File: config.mk
export PLATFORM = sky130hd
export DESIGN_NAME = nr_frame_ctrl
export DESIGN_NICKNAME = d
export VERILOG_FILES = /design/src/rtl/nr_pkg.sv /design/src/rtl/nr_pos_counter.sv /design/src/rtl/nr_frame_ctrl.sv
export SDC_FILE = /design/constraint.sdc
export NUM_CORES = 1
export LEC_CHECK = 0
export CAP_MARGIN = 20
export CORE_ASPECT_RATIO = 0.9
export CORE_MARGIN = 2
export CORE_UTILIZATION = 46
export CTS_CLUSTER_SIZE = 40
export DETAILED_ROUTE_END_ITERATION = 6
export GPL_TIMING_DRIVEN = 0
export HOLD_SLACK_MARGIN = 0.06
export PLACE_DENSITY = 0.74
export SYNTH_ARGS = -nofsm -noshare
export SYNTH_HDL_FRONTEND = slang
export SYNTH_SLANG_ARGS = --single-unit
File: constraint.sdc
create_clock -name clk_i -period 3.4 [get_ports clk_i]
set_clock_uncertainty 0.2 [all_clocks]
set_input_delay 0.85 -clock clk_i [delete_from_list [all_inputs] [get_ports clk_i]]
set_output_delay 0.85 -clock clk_i [all_outputs]
set_load 0.005 [all_outputs]
File: src/rtl/nr_pkg.sv
// Shared types and constants for the NR frame controller: FSM states, dimension limits,
// border bit positions and a frame-dimension validity helper.
package nr_pkg;

   localparam int unsigned NR_DIM_W   = 13;
   localparam int unsigned NR_MIN_DIM = 3;

   typedef enum logic [1:0] {
      StIdle,
      StWaitSof,
      StActive,
      StDone
   } nr_fsm_e;

   // Bit positions within border_o, packed as {top,bottom,left,right}.
   typedef enum logic [1:0] {
      BrdRight  = 2'd0,
      BrdLeft   = 2'd1,
      BrdBottom = 2'd2,
      BrdTop    = 2'd3
   } nr_border_idx_e;

   function automatic logic dim_ok(input logic [NR_DIM_W-1:0] dim, input int unsigned max_dim);
      return (32'(dim) >= NR_MIN_DIM) && (32'(dim) <= max_dim);
   endfunction

endpackage

File: src/rtl/nr_pos_counter.sv
// Pixel x/y position counter with end-of-line/end-of-frame wrap and frame-edge decode.
// x_o/y_o always name the next pixel to be accepted.
module nr_pos_counter
   import nr_pkg::*;
(
   input  logic                clk_i,
   input  logic                rst_n_i,
   input  logic                clr_i,
   input  logic                first_i,
   input  logic                adv_i,
   input  logic                en_i,
   input  logic [NR_DIM_W-1:0] width_i,
   input  logic [NR_DIM_W-1:0] height_i,
   output logic [NR_DIM_W-1:0] x_o,
   output logic [NR_DIM_W-1:0] y_o,
   output logic [3:0]          border_o,
   output logic                last_o
);

   logic [NR_DIM_W-1:0] x_q, x_d, y_q, y_d;
   logic                x_end, y_end;

   assign x_end  = (x_q == width_i - NR_DIM_W'(1));
   assign y_end  = (y_q == height_i - NR_DIM_W'(1));
   assign last_o = x_end & y_end;

   always_comb begin
      x_d = x_q;
      y_d = y_q;
      if (clr_i) begin
         x_d = '0;
         y_d = '0;
      end else if (first_i) begin
         // The pixel arriving with sof_i is (0,0), so the next one is (1,0).
         x_d = NR_DIM_W'(1);
         y_d = '0;
      end else if (adv_i) begin
         if (x_end) begin
            x_d = '0;
            y_d = y_end ? '0 : y_q + NR_DIM_W'(1);
         end else begin
            x_d = x_q + NR_DIM_W'(1);
         end
      end
   end

   always_ff @(posedge clk_i) begin
      if (!rst_n_i) begin
         x_q <= '0;
         y_q <= '0;
      end else begin
         x_q <= x_d;
         y_q <= y_d;
      end
   end

   always_comb begin
      border_o = '0;
      if (en_i) begin
         border_o[BrdTop]    = (y_q == '0);
         border_o[BrdBottom] = y_end;
         border_o[BrdLeft]   = (x_q == '0);
         border_o[BrdRight]  = x_end;
      end
   end

   assign x_o = x_q;
   assign y_o = y_q;

endmodule

File: src/rtl/nr_frame_ctrl.sv
// NR frame controller: frame FSM, shadowed config, reference ping-pong select.
// Define NR_FRAME_ERR_EN to get a sticky err_o for aborted frames and rejected sof_i.
module nr_frame_ctrl
   import nr_pkg::*;
#(
   parameter int unsigned IMG_MAX = 4096
) (
   input  logic                clk_i,
   input  logic                rst_n_i,
   input  logic                cfg_enable_i,
   input  logic [7:0]          cfg_strength_i,
   input  logic [NR_DIM_W-1:0] cfg_width_i,
   input  logic [NR_DIM_W-1:0] cfg_height_i,
   input  logic                sof_i,
   input  logic                pix_valid_i,
   output logic [NR_DIM_W-1:0] x_o,
   output logic [NR_DIM_W-1:0] y_o,
   output logic [3:0]          border_o,
   output logic                act_enable_o,
   output logic [7:0]          act_strength_o,
   output logic                wr_buf_o,
   output logic                rd_buf_o,
   output logic                ref_valid_o,
   output logic                frame_done_o,
   output logic                busy_o,
   output logic                err_o
);

   nr_fsm_e             state_q;
   logic [NR_DIM_W-1:0] shd_w_q, shd_h_q;
   logic                shd_en_q;
   logic [7:0]          shd_str_q;
   logic                wr_buf_q, ref_valid_q, frame_done_q, busy_q;
   logic                cfg_ok, shd_load;
   logic                cnt_clr, cnt_first, cnt_adv, cnt_last;

   assign cfg_ok   = dim_ok(cfg_width_i, IMG_MAX) && dim_ok(cfg_height_i, IMG_MAX);
   assign shd_load = sof_i && cfg_ok &&
                     (((state_q == StWaitSof) && cfg_enable_i) || (state_q == StActive));

   always_comb begin
      cnt_clr   = 1'b0;
      cnt_first = 1'b0;
      cnt_adv   = 1'b0;
      unique case (state_q)
         StWaitSof: cnt_first = shd_load && pix_valid_i;
         StActive: begin
            cnt_clr = sof_i;
            cnt_adv = pix_valid_i && !sof_i;
         end
         default: ;
      endcase
   end

   nr_pos_counter u_pos (
      .clk_i    (clk_i),
      .rst_n_i  (rst_n_i),
      .clr_i    (cnt_clr),
      .first_i  (cnt_first),
      .adv_i    (cnt_adv),
      .en_i     (state_q == StActive),
      .width_i  (shd_w_q),
      .height_i (shd_h_q),
      .x_o      (x_o),
      .y_o      (y_o),
      .border_o (border_o),
      .last_o   (cnt_last)
   );

   always_ff @(posedge clk_i) begin
      if (!rst_n_i) begin
         shd_w_q   <= '0;
         shd_h_q   <= '0;
         shd_en_q  <= 1'b0;
         shd_str_q <= '0;
      end else if (shd_load) begin
         shd_w_q   <= cfg_width_i;
         shd_h_q   <= cfg_height_i;
         shd_en_q  <= cfg_enable_i;
         shd_str_q <= cfg_strength_i;
      end
   end

   always_ff @(posedge clk_i) begin
      if (!rst_n_i) begin
         state_q      <= StIdle;
         wr_buf_q     <= 1'b0;
         ref_valid_q  <= 1'b0;
         frame_done_q <= 1'b0;
         busy_q       <= 1'b0;
      end else begin
         frame_done_q <= 1'b0;
         unique case (state_q)
            StIdle: begin
               ref_valid_q <= 1'b0;
               if (cfg_enable_i) state_q <= StWaitSof;
            end
            StWaitSof: begin
               if (!cfg_enable_i) begin
                  state_q     <= StIdle;
                  ref_valid_q <= 1'b0;
               end else if (shd_load) begin
                  state_q <= StActive;
                  busy_q  <= 1'b1;
               end
            end
            StActive: begin
               if (sof_i) begin
                  // Abort: a valid config restarts the frame in place, else re-arm.
                  ref_valid_q <= 1'b0;
                  if (!cfg_ok) begin
                     state_q <= StWaitSof;
                     busy_q  <= 1'b0;
                  end
               end else if (pix_valid_i && cnt_last) begin
                  state_q      <= StDone;
                  frame_done_q <= 1'b1;
                  wr_buf_q     <= ~wr_buf_q;
                  ref_valid_q  <= shd_en_q;
               end
            end
            StDone: begin
               busy_q <= 1'b0;
               if (cfg_enable_i) begin
                  state_q <= StWaitSof;
               end else begin
                  state_q     <= StIdle;
                  ref_valid_q <= 1'b0;
               end
            end
            default: state_q <= StIdle;
         endcase
      end
   end

`ifdef NR_FRAME_ERR_EN
   logic err_q, err_set;

   assign err_set = sof_i && ((state_q == StActive) ||
                              ((state_q == StWaitSof) && cfg_enable_i && !cfg_ok));

   always_ff @(posedge clk_i) begin
      if (!rst_n_i) begin
         err_q <= 1'b0;
      end else if (err_set) begin
         err_q <= 1'b1;
      end
   end

   assign err_o = err_q;
`else
   assign err_o = 1'b0;
`endif

   assign act_enable_o   = shd_en_q;
   assign act_strength_o = shd_str_q;
   assign wr_buf_o       = wr_buf_q;
   assign rd_buf_o       = ~wr_buf_q;
   assign ref_valid_o    = ref_valid_q;
   assign frame_done_o   = frame_done_q;
   assign busy_o         = busy_q;

endmodule

# [Yosys cells after proc, flatten, opt, wreduce, memory -nomap -nowiden]
# Cells that the tools add are included.
[totals] input_bits=39 mem_bits_rw=0 out_inout_bits=45 word_cells=90 rom_bits=0 regBits=67 memories=0 latchBits=0
[classes] mul=0 magnitude_cmp=4 div=0 muxes=26 shifts=0 n_eq_ne=14 addsub=4 reduce_logical=25 bitwise_logic=5
[ops] cell="adder 13 x 1 -> 13 bit, second input constant" n=2
[ops] cell="equality test 13 bit" n=2
[ops] cell=">= comparator 13 x 2 -> 1 bit, second input constant" n=2
[ops] cell="less-or-equal comparator 13 bit, second input constant" n=2
[ops] cell="zero test 13 bit" n=2
[ops] cell="2-to-1 mux 13 bit" n=2
[ops] cell="subtractor 13 x 1 -> 13 bit, second input constant" n=2
[ops] cell="2-to-1 mux 1 bit" n=14
[ops] cell="2-to-1 mux 2 bit" n=6
[ops] cell="!= test 2 bit, second input constant" n=6
[ops] cell="logical AND 1 bit" n=9
[ops] cell="!= test 3 bit, second input constant" n=3
[ops] cell="case mux 2 bit (4 select lines)" n=1
[ops] cell="case mux 1 bit (3 select lines)" n=2
[ops] cell="OR reduction 3 bit" n=2
[ops] cell="AND reduction 5 bit" n=1
[ops] cell="equality test 2 bit, second input constant" n=2
[ops] cell="2-to-1 mux 4 bit" n=1
[ops] cell="NOT 1 bit" n=4
[ops] cell="AND reduction 2 bit" n=2
[ops] cell="AND reduction 4 bit" n=1
[ops] cell="OR reduction 2 bit" n=2
[ops] cell="AND reduction 3 bit" n=1
[ops] cell="nonzero test 3 bit" n=1
[ops] cell="other kinds (6)" n=6

# [Longest topological paths before layout]
# Gate-level depths: netlist of the first run.
[logic_depth] word_depth=8 mapped_depth=11 mapped_depth_nobuf=9

# [Modules after synthesis]
# A second synthesis of the first run with hierarchy kept.
[unflattened] hier_cells=499 hier_area_um2=4086.4
[by_module_without_submodules] module="nr_pos_counter" instances=1 area_per_inst_um2=2205.9 cells_per_inst=290 seq_area_each_um2=520.5
[by_module_without_submodules] module="nr_frame_ctrl" instances=1 area_per_inst_um2=1880.6 cells_per_inst=209 seq_area_each_um2=820.8

# [Least setup slack after synthesis of the first run]
# OpenSTA, ideal clock, no wires.
[synth_timing] kind="register to output" startpoint="register shd_w_q[2]" endpoint="output border_o[0]" slack_ns=-0.162 required_ns=2.350 arrival_time_ns=2.512 n_path_buf=3 path_stages_with_launch=10 path_cell_list="dfxtp_1 -> buf_6 -> or4_1 -> buf_2 -> or4_4 -> a211oi_2 -> nand2_1 -> or4_1 -> clkbuf_1 -> nor2_1"
[synth_via] elab_chain_len=3
[synth_rtl] item="start: declaration" line="nr_frame_ctrl.sv:30" text="logic [NR_DIM_W-1:0] shd_w_q, shd_h_q;"
[synth_rtl] item="start signal: assignment" line="nr_frame_ctrl.sv:77" text="shd_w_q <= cfg_width_i;"
[synth_rtl] item="subtractor 13 x 1 -> 13 bit" line="nr_pos_counter.sv:23" text="assign x_end = (x_q == width_i - NR_DIM_W'(1));"
[synth_rtl] item="equality test 13 bit" line="nr_pos_counter.sv:23"
[synth_rtl] item="2-to-1 mux 4 bit" line="nr_pos_counter.sv:59" text="if (en_i) begin"
[synth_rtl] item="end: declaration" line="nr_frame_ctrl.sv:18" text="output logic [3:0] border_o,"
# Every way passes these cells.

# [Worst setup path in the final report of the first run]
[layout_timing] startpoint="register shd_w_q[1]" endpoint="output border_o[0]"
# Same word-level chain as after synthesis.

==> results of run 1 <==
[cell families (layout without fill, tap and decap cells)]
logic type / Yosys count / count (layout) / share of synthesized area (%)
adders and majority gates: 6 / 6 / 1.932
xor gates and xnor gates: 44 / 44 / 9.916
muxes: 10 / 10 / 2.576
other: 1 / 1 / 0.09649
AOI/OAI and AO/OA: 121 / 121 / 18.51
and+or+nand+nor: 204 / 204 / 27.37
buffers and inverters: 47 / 150 / 5.087
DFF: 67 / 67 / 34.51
[cell usage after synthesis, types with 3 or more instances]
cell type	n	area [sq um]
mux2i_1	10	100.1
xnor2_1	27	236.5
nand4_1	10	62.56
and4_1	5	43.79
nand4b_1	5	43.79
o21ai_0	36	180.2
nor4_1	15	93.84
or3_1	8	50.05
nor2_1	49	183.9
a21oi_1	47	235.2
clkbuf_1	28	105.1
a211oi_1	5	37.54
o211ai_1	4	30.03
dfxtp_1	67	1341
and3_1	5	31.28
o31ai_1	6	45.04
inv_1	14	52.55
nor3_1	11	55.05
nor4b_1	3	26.28
ha_1	6	75.07
nand2_1	53	198.9
or4_1	11	82.58
nand3_1	14	70.07
nor3b_1	3	22.52
xor2_1	17	148.9
[how the worst min path moves through the flow]
stage                   endpoint               from  cells past startpoint  slack [ns]
6_report       act_strength_o[2]  act_strength_o[2]                      2        0.30
5_1_grt        act_strength_o[2]  act_strength_o[2]                      2        0.34
4_1_cts        act_strength_o[2]  act_strength_o[2]                      2        0.30
3_5_place_dp   act_strength_o[2]  act_strength_o[2]                      2        0.29
3_3_place_gp   act_strength_o[3]  act_strength_o[3]                      2        0.27
2_1_floorplan        shd_h_q[12]        shd_h_q[12]                      2        0.27
[layer usage]
layer	vias up	routed length [um]
met5	-	0
met3	15	822
met4	0	168
li1	2002	-
met1	1975	5227
met2	169	5259
[power by group]
part / total (W) / switching (W) / internal [W]
Sequential: 0.000792 / 0.00000556 / 0.000786
Combinational: 0.000144 / 0.0000706 / 0.0000731
Clock: 0.000762 / 0.000330 / 0.000433
[critical path, stage by stage (launching register included)]
cell,delay [ns]
dfxtp_4,0.37
or4_4,0.56
buf_6,0.14
or4_4,0.48
a21oi_4,0.16
nor2_2,0.05
or4_4,0.55
nor2_4,0.12
buf_2,0.12
[cell type report]
| class | instances | area, sq um |
|---|---|---|
| Timing Repair Buffer | 93 | 897.1 |
| Fill cell | 728 | 2831 |
| Sequential cell | 67 | 1356 |
| Multi-Input combinational cell | 386 | 2501 |
| Inverter | 14 | 52.55 |
| Clock buffer | 10 | 137.6 |
| Tap cell | 99 | 123.9 |
| Buffer | 27 | 117.6 |
| Clock inverter | 6 | 88.84 |
[through the flow]
stage | worst slack [ns] | hold slack [ns] | utilization (%) | std cells
floorplan | -0.1070 | 0.2654 | - | 500
global placement | -0.8630 | 0.2714 | 59.85 | 681
detailed placement | -0.9570 | 0.2864 | 59.85 | 681
CTS | -0.6962 | 0.3041 | 64.24 | 703
global route | -0.6071 | 0.3427 | 65.07 | 702
finish | -0.5698 | 0.3008 | 65.07 | 702
[repair_timing]
action	CTS	global route
pin swaps	15	7
setup buffers	10	1
endpoints found under the setup margin	56	41
resized for setup	35	18
[flip-flops by register name (all words and copies together), names as in the netlist]
| register | count |
|---|---|
| act_enable_o | 1 |
| shd_w_q | 13 |
| u_pos.x_o | 13 |
| act_strength_o | 8 |
| shd_h_q | 13 |
| u_pos.y_o | 13 |
| wr_buf_o | 1 |
| busy_o | 1 |
| ref_valid_o | 1 |
| frame_done_o | 1 |
| state_q | 2 |
==> qor.txt, run 1 <==
DRC violation count after routing: 0
Violated checks: negative setup slack
Crit. End Element: output port
Worst Path Arrival: 2.92 ns
Row cnt: 31
Design Area, Final: 5275 sq um
Max-slew violation count: 0
Clock Root Buffer: clkbuf_8
Final wirelength: 11480 um
M3 GR Usage: 5.312%
Reg-to-reg startpoint: shd_w_q[1]
CTS Hold Bufs: 0
Cells after synthesis: 500
Worst slew margin: 36.22%
H-tree levels: 3
IO Count: 84
CP startpoint: shd_w_q[1]
Overflow after GRT: 0
Part of the Yosys area used for sequential elements: 34.51%
Synthesized area per cell: 7.772 sq um
Wire per inst: 16.35 um
#FFs+latches synth: 67
IO buf count: 82
Share of layout cells above drive strength 1: 11.77%
Yosys Warn Count: 0
Distinct cells, synth: 55
CP Max Fanout: 5
GRT met2 Usage: 38.22%
Critical Path RT: 2.35 ns
Final Hold Vio Count: 0
Leakage power: 1.769 nW
Clock transition at path regs: 0.08 ns
Vias/cell: 5.927
PD cells: 321.9 nW/um^2
Initial DRC Count: 247
Full die area: 9200 sq um
Reg2Reg Depth: 8
Fmax: 251.9 MHz
Worst skew pair latency: 0.36 ns
Busiest layer in global routing: met2
# clock sinks: 67
M1 GR Usage: 35.38%
EDFF count, synth: 0
Clock Path Buffers: 2
Max-cap check violation count: 0
DP Area: 4852 sq um
N_diodes: 0
Die W: 100.9 um
Maximum vdd drop: 0.2143 mV
Setup TNS: -1.258 ns
Dpl hpwl: 8249 um
Worst Setup EP: border_o[0]
Crit path time final: 3.970 ns
Starting Density: 47.94%
Cts bufs inserted: 9
Worst Tran Pin Value: 0.9494 ns
Reg2reg setup slack: -0.02 ns
Vias: 4161
DIE HEIGHT: 91.20 um
Synth Flop Type: dfxtp_1
Status: complete, but fails checks
WS Path Type: reg2out
Largest net degree at the start of global routing: 13
Syn Nets: 545
Layout net count: 643
Cell Area, Synth: 3886 sq um
Fin crit share: 116.8%
CP startpoint kind: flop
Commonest non-fill, non-tap cells in the layout: 80 x clkdlybuf4s50_1, 61 x dfxtp_1, 53 x nand2_1
PnR worst setup slack: -0.5698 ns
Final ANT Viol Nets: 0
Worst Hold Class: reg2reg
Total power draw: 0.001698 W
Commonest non-fill, non-tap cell in the layout: clkdlybuf4s50_1
Asr flop ratio synth: 0%
Vias in the first global route: 3746
Setup-failing EPs final: 8
CTS tree: built
Synth-to-Final Area Change: 35.74%
Antenna violations before repair: 0
First-pass iteration count of the detailed router: 5
RSZ-0062 raised after global routing: true
First-pass GRT wire length: 18600 um
Core area: 8107 sq um
Total Routing Usage GR: 25.18%
Global placer's final weighted congestion: 0.8739
Worst R2R End: u_pos.y_o[8]
No activity file was read; power rests on OpenSTA's default activity.
==> inputs of run 2 (changes only) <==
- SETUP_SLACK_MARGIN: default -> 0.02
==> run 2 against run 1 <==
Against the previous run:
- the flow still finishes with violations (negative setup slack)
- utilization is 0.12 points higher
- first-iteration DRC count is 6.9% higher
- hold slack hardly changed
- critical path type unchanged
- largest power group unchanged
==> qor.txt, run 2 (synthesis results as in run 1) <==
Status: complete, but fails checks
Violated checks: negative setup slack
DRC violation count after routing: 0
Worst Tran Pin Value: 0.9075 ns
Kind of cell adding the most delay to the critical path: simple AND/OR/NAND/NOR gates
# clock sinks: 67
Maximum vdd drop: 0.2147 mV
Setup-failing EPs final: 7
H-tree levels: 3
PD cells: 321.9 nW/um^2
Clock Path Buffers: 2
Fmax: 247.7 MHz
CTS Hold Bufs: 0
Vias/cell: 5.889
Final ANT Viol Nets: 0
Commonest non-fill, non-tap cells in the layout: 80 x clkdlybuf4s50_1, 61 x dfxtp_1, 53 x nand2_1
Worst slew margin: 39.04%
Crit-path cells: or4_4 -> buf_6 -> or4_4 -> a21oi_4 -> nor2_2 -> or4_1 -> clkbuf_8 -> nor2_4 -> buf_2
Place WS: -0.9570 ns
DIE HEIGHT: 91.20 um
Cts bufs inserted: 9
Final Hold Vio Count: 0
Crit. End Element: output port
Slowest stage cell on the critical path: or4_4
Starting Density: 47.94%
IO Count: 84
Initial DRC Count: 264
Full die area: 9200 sq um
Die W: 100.9 um
RSZ-0062 raised after global routing: true
Max-cap check violation count: 0
Total Routing Usage GR: 25.18%
CP startpoint kind: flop
Vias in the first global route: 3745
IO buf count: 82
Worst Path Arrival: 2.99 ns
Worst Hold Class: reg2reg
Largest net degree at the start of global routing: 13
Crit-path max cell delay: 0.54 ns
Crit path time final: 4.038 ns
CTS tree: built
First-pass iteration count of the detailed router: 5
N_diodes: 0
Fin crit share: 118.8%
CP Max Fanout: 5
Share of layout cells above drive strength 1: 11.75%
Total power draw: 0.001701 W
Leakage power: 1.775 nW
Final Util: 65.20%
Most common cell on crit path: or4_4
Layout net count: 644
Row cnt: 31
Worst path buffer plus inverter count: 3
Overflow after GRT: 0
Max-slew violation count: 0
Antenna violations before repair: 0
Wire per inst: 16.35 um
WS Path Type: reg2out
Dpl hpwl: 8249 um
WHS: 0.3008 ns
Synth-to-Final Area Change: 35.99%
PnR worst setup slack: -0.6377 ns
Critical Path RT: 2.35 ns
First-pass GRT wire length: 18600 um
Core area: 8107 sq um
Clock Root Buffer: clkbuf_8
Global placer's final weighted congestion: 0.8739
Worst skew pair latency: 0.36 ns
Final wirelength: 11500 um
# fillers: 727
Setup TNS: -1.178 ns
Vias: 4140
Commonest non-fill, non-tap cell in the layout: clkdlybuf4s50_1
Clock transition at path regs: 0.08 ns
## run 2: cell count changes in the layout (fill, tap and decap cells not counted), sizes merged
| cell | delta |
|---|---|
| clkbuf | +1 |
## run 2: power breakdown
part           internal (W)  switching [W]  total, W  leakage (nW)
clock network      0.000433       0.000333  0.000766         0.108
logic             0.0000731      0.0000705  0.000144          1.12
registers          0.000786     0.00000566  0.000792         0.544
total               0.00129       0.000409   0.00170          1.78
## run 2: worst register-to-register path, cell delays in order (launching register included)
cell      delay (ns)
dfxtp_4         0.37
or4_4           0.55
or4_4           0.51
a211oi_4        0.26
o211ai_1        0.17
or4_4           0.56
buf_6           0.17
or3_1           0.36
a21oi_1         0.17
## run 2: area by class of cell
class | count | area, sq um | area share [%]
multi-input combinational | 386 | 2497 | 47.25
sequential | 67 | 1356 | 25.66
timing repair buffer | 93 | 897.1 | 16.97
clock buffer | 10 | 137.6 | 2.604
buffer | 28 | 131.4 | 2.486
tap | 99 | 123.9 | 2.344
clock inverter | 6 | 88.84 | 1.681
inverter | 14 | 52.55 | 0.9943
## run 2: stage by stage
stage | instances | instance area, sq um
global placement | 681 | 4852
detailed placement | 681 | 4852
floorplan | 500 | 3908
global route | 703 | 5285
CTS | 703 | 5207
finish | 703 | 5285
## run 2: repair_timing
action	4_1_cts	5_1_grt
setup endpoints to repair	57	49
gates resized for setup	35	17
endpoints found under the hold margin	0	0
pin swaps	15	7
buffers inserted	10	1
## run 2: final timing paths
check | from | slack (ns) | to | cells past startpoint
min reg2reg | act_strength_o[2] | 0.30 | act_strength_o[2] | 2
min | act_strength_o[2] | 0.30 | act_strength_o[2] | 2
max | shd_w_q[1] | -0.64 | border_o[0] | 9
max reg2reg | shd_w_q[1] | 0.02 | u_pos.y_o[8] | 8
## run 2: layer usage
layer  GRT usage [%]  up-vias  part of all wire, %
met1           35.38     1998                   48
met2           38.22      126                   46
met5               0        -                    0
met3           5.312       11                  5.3
met4           8.219        0                  1.2
li1                -     2005                    -
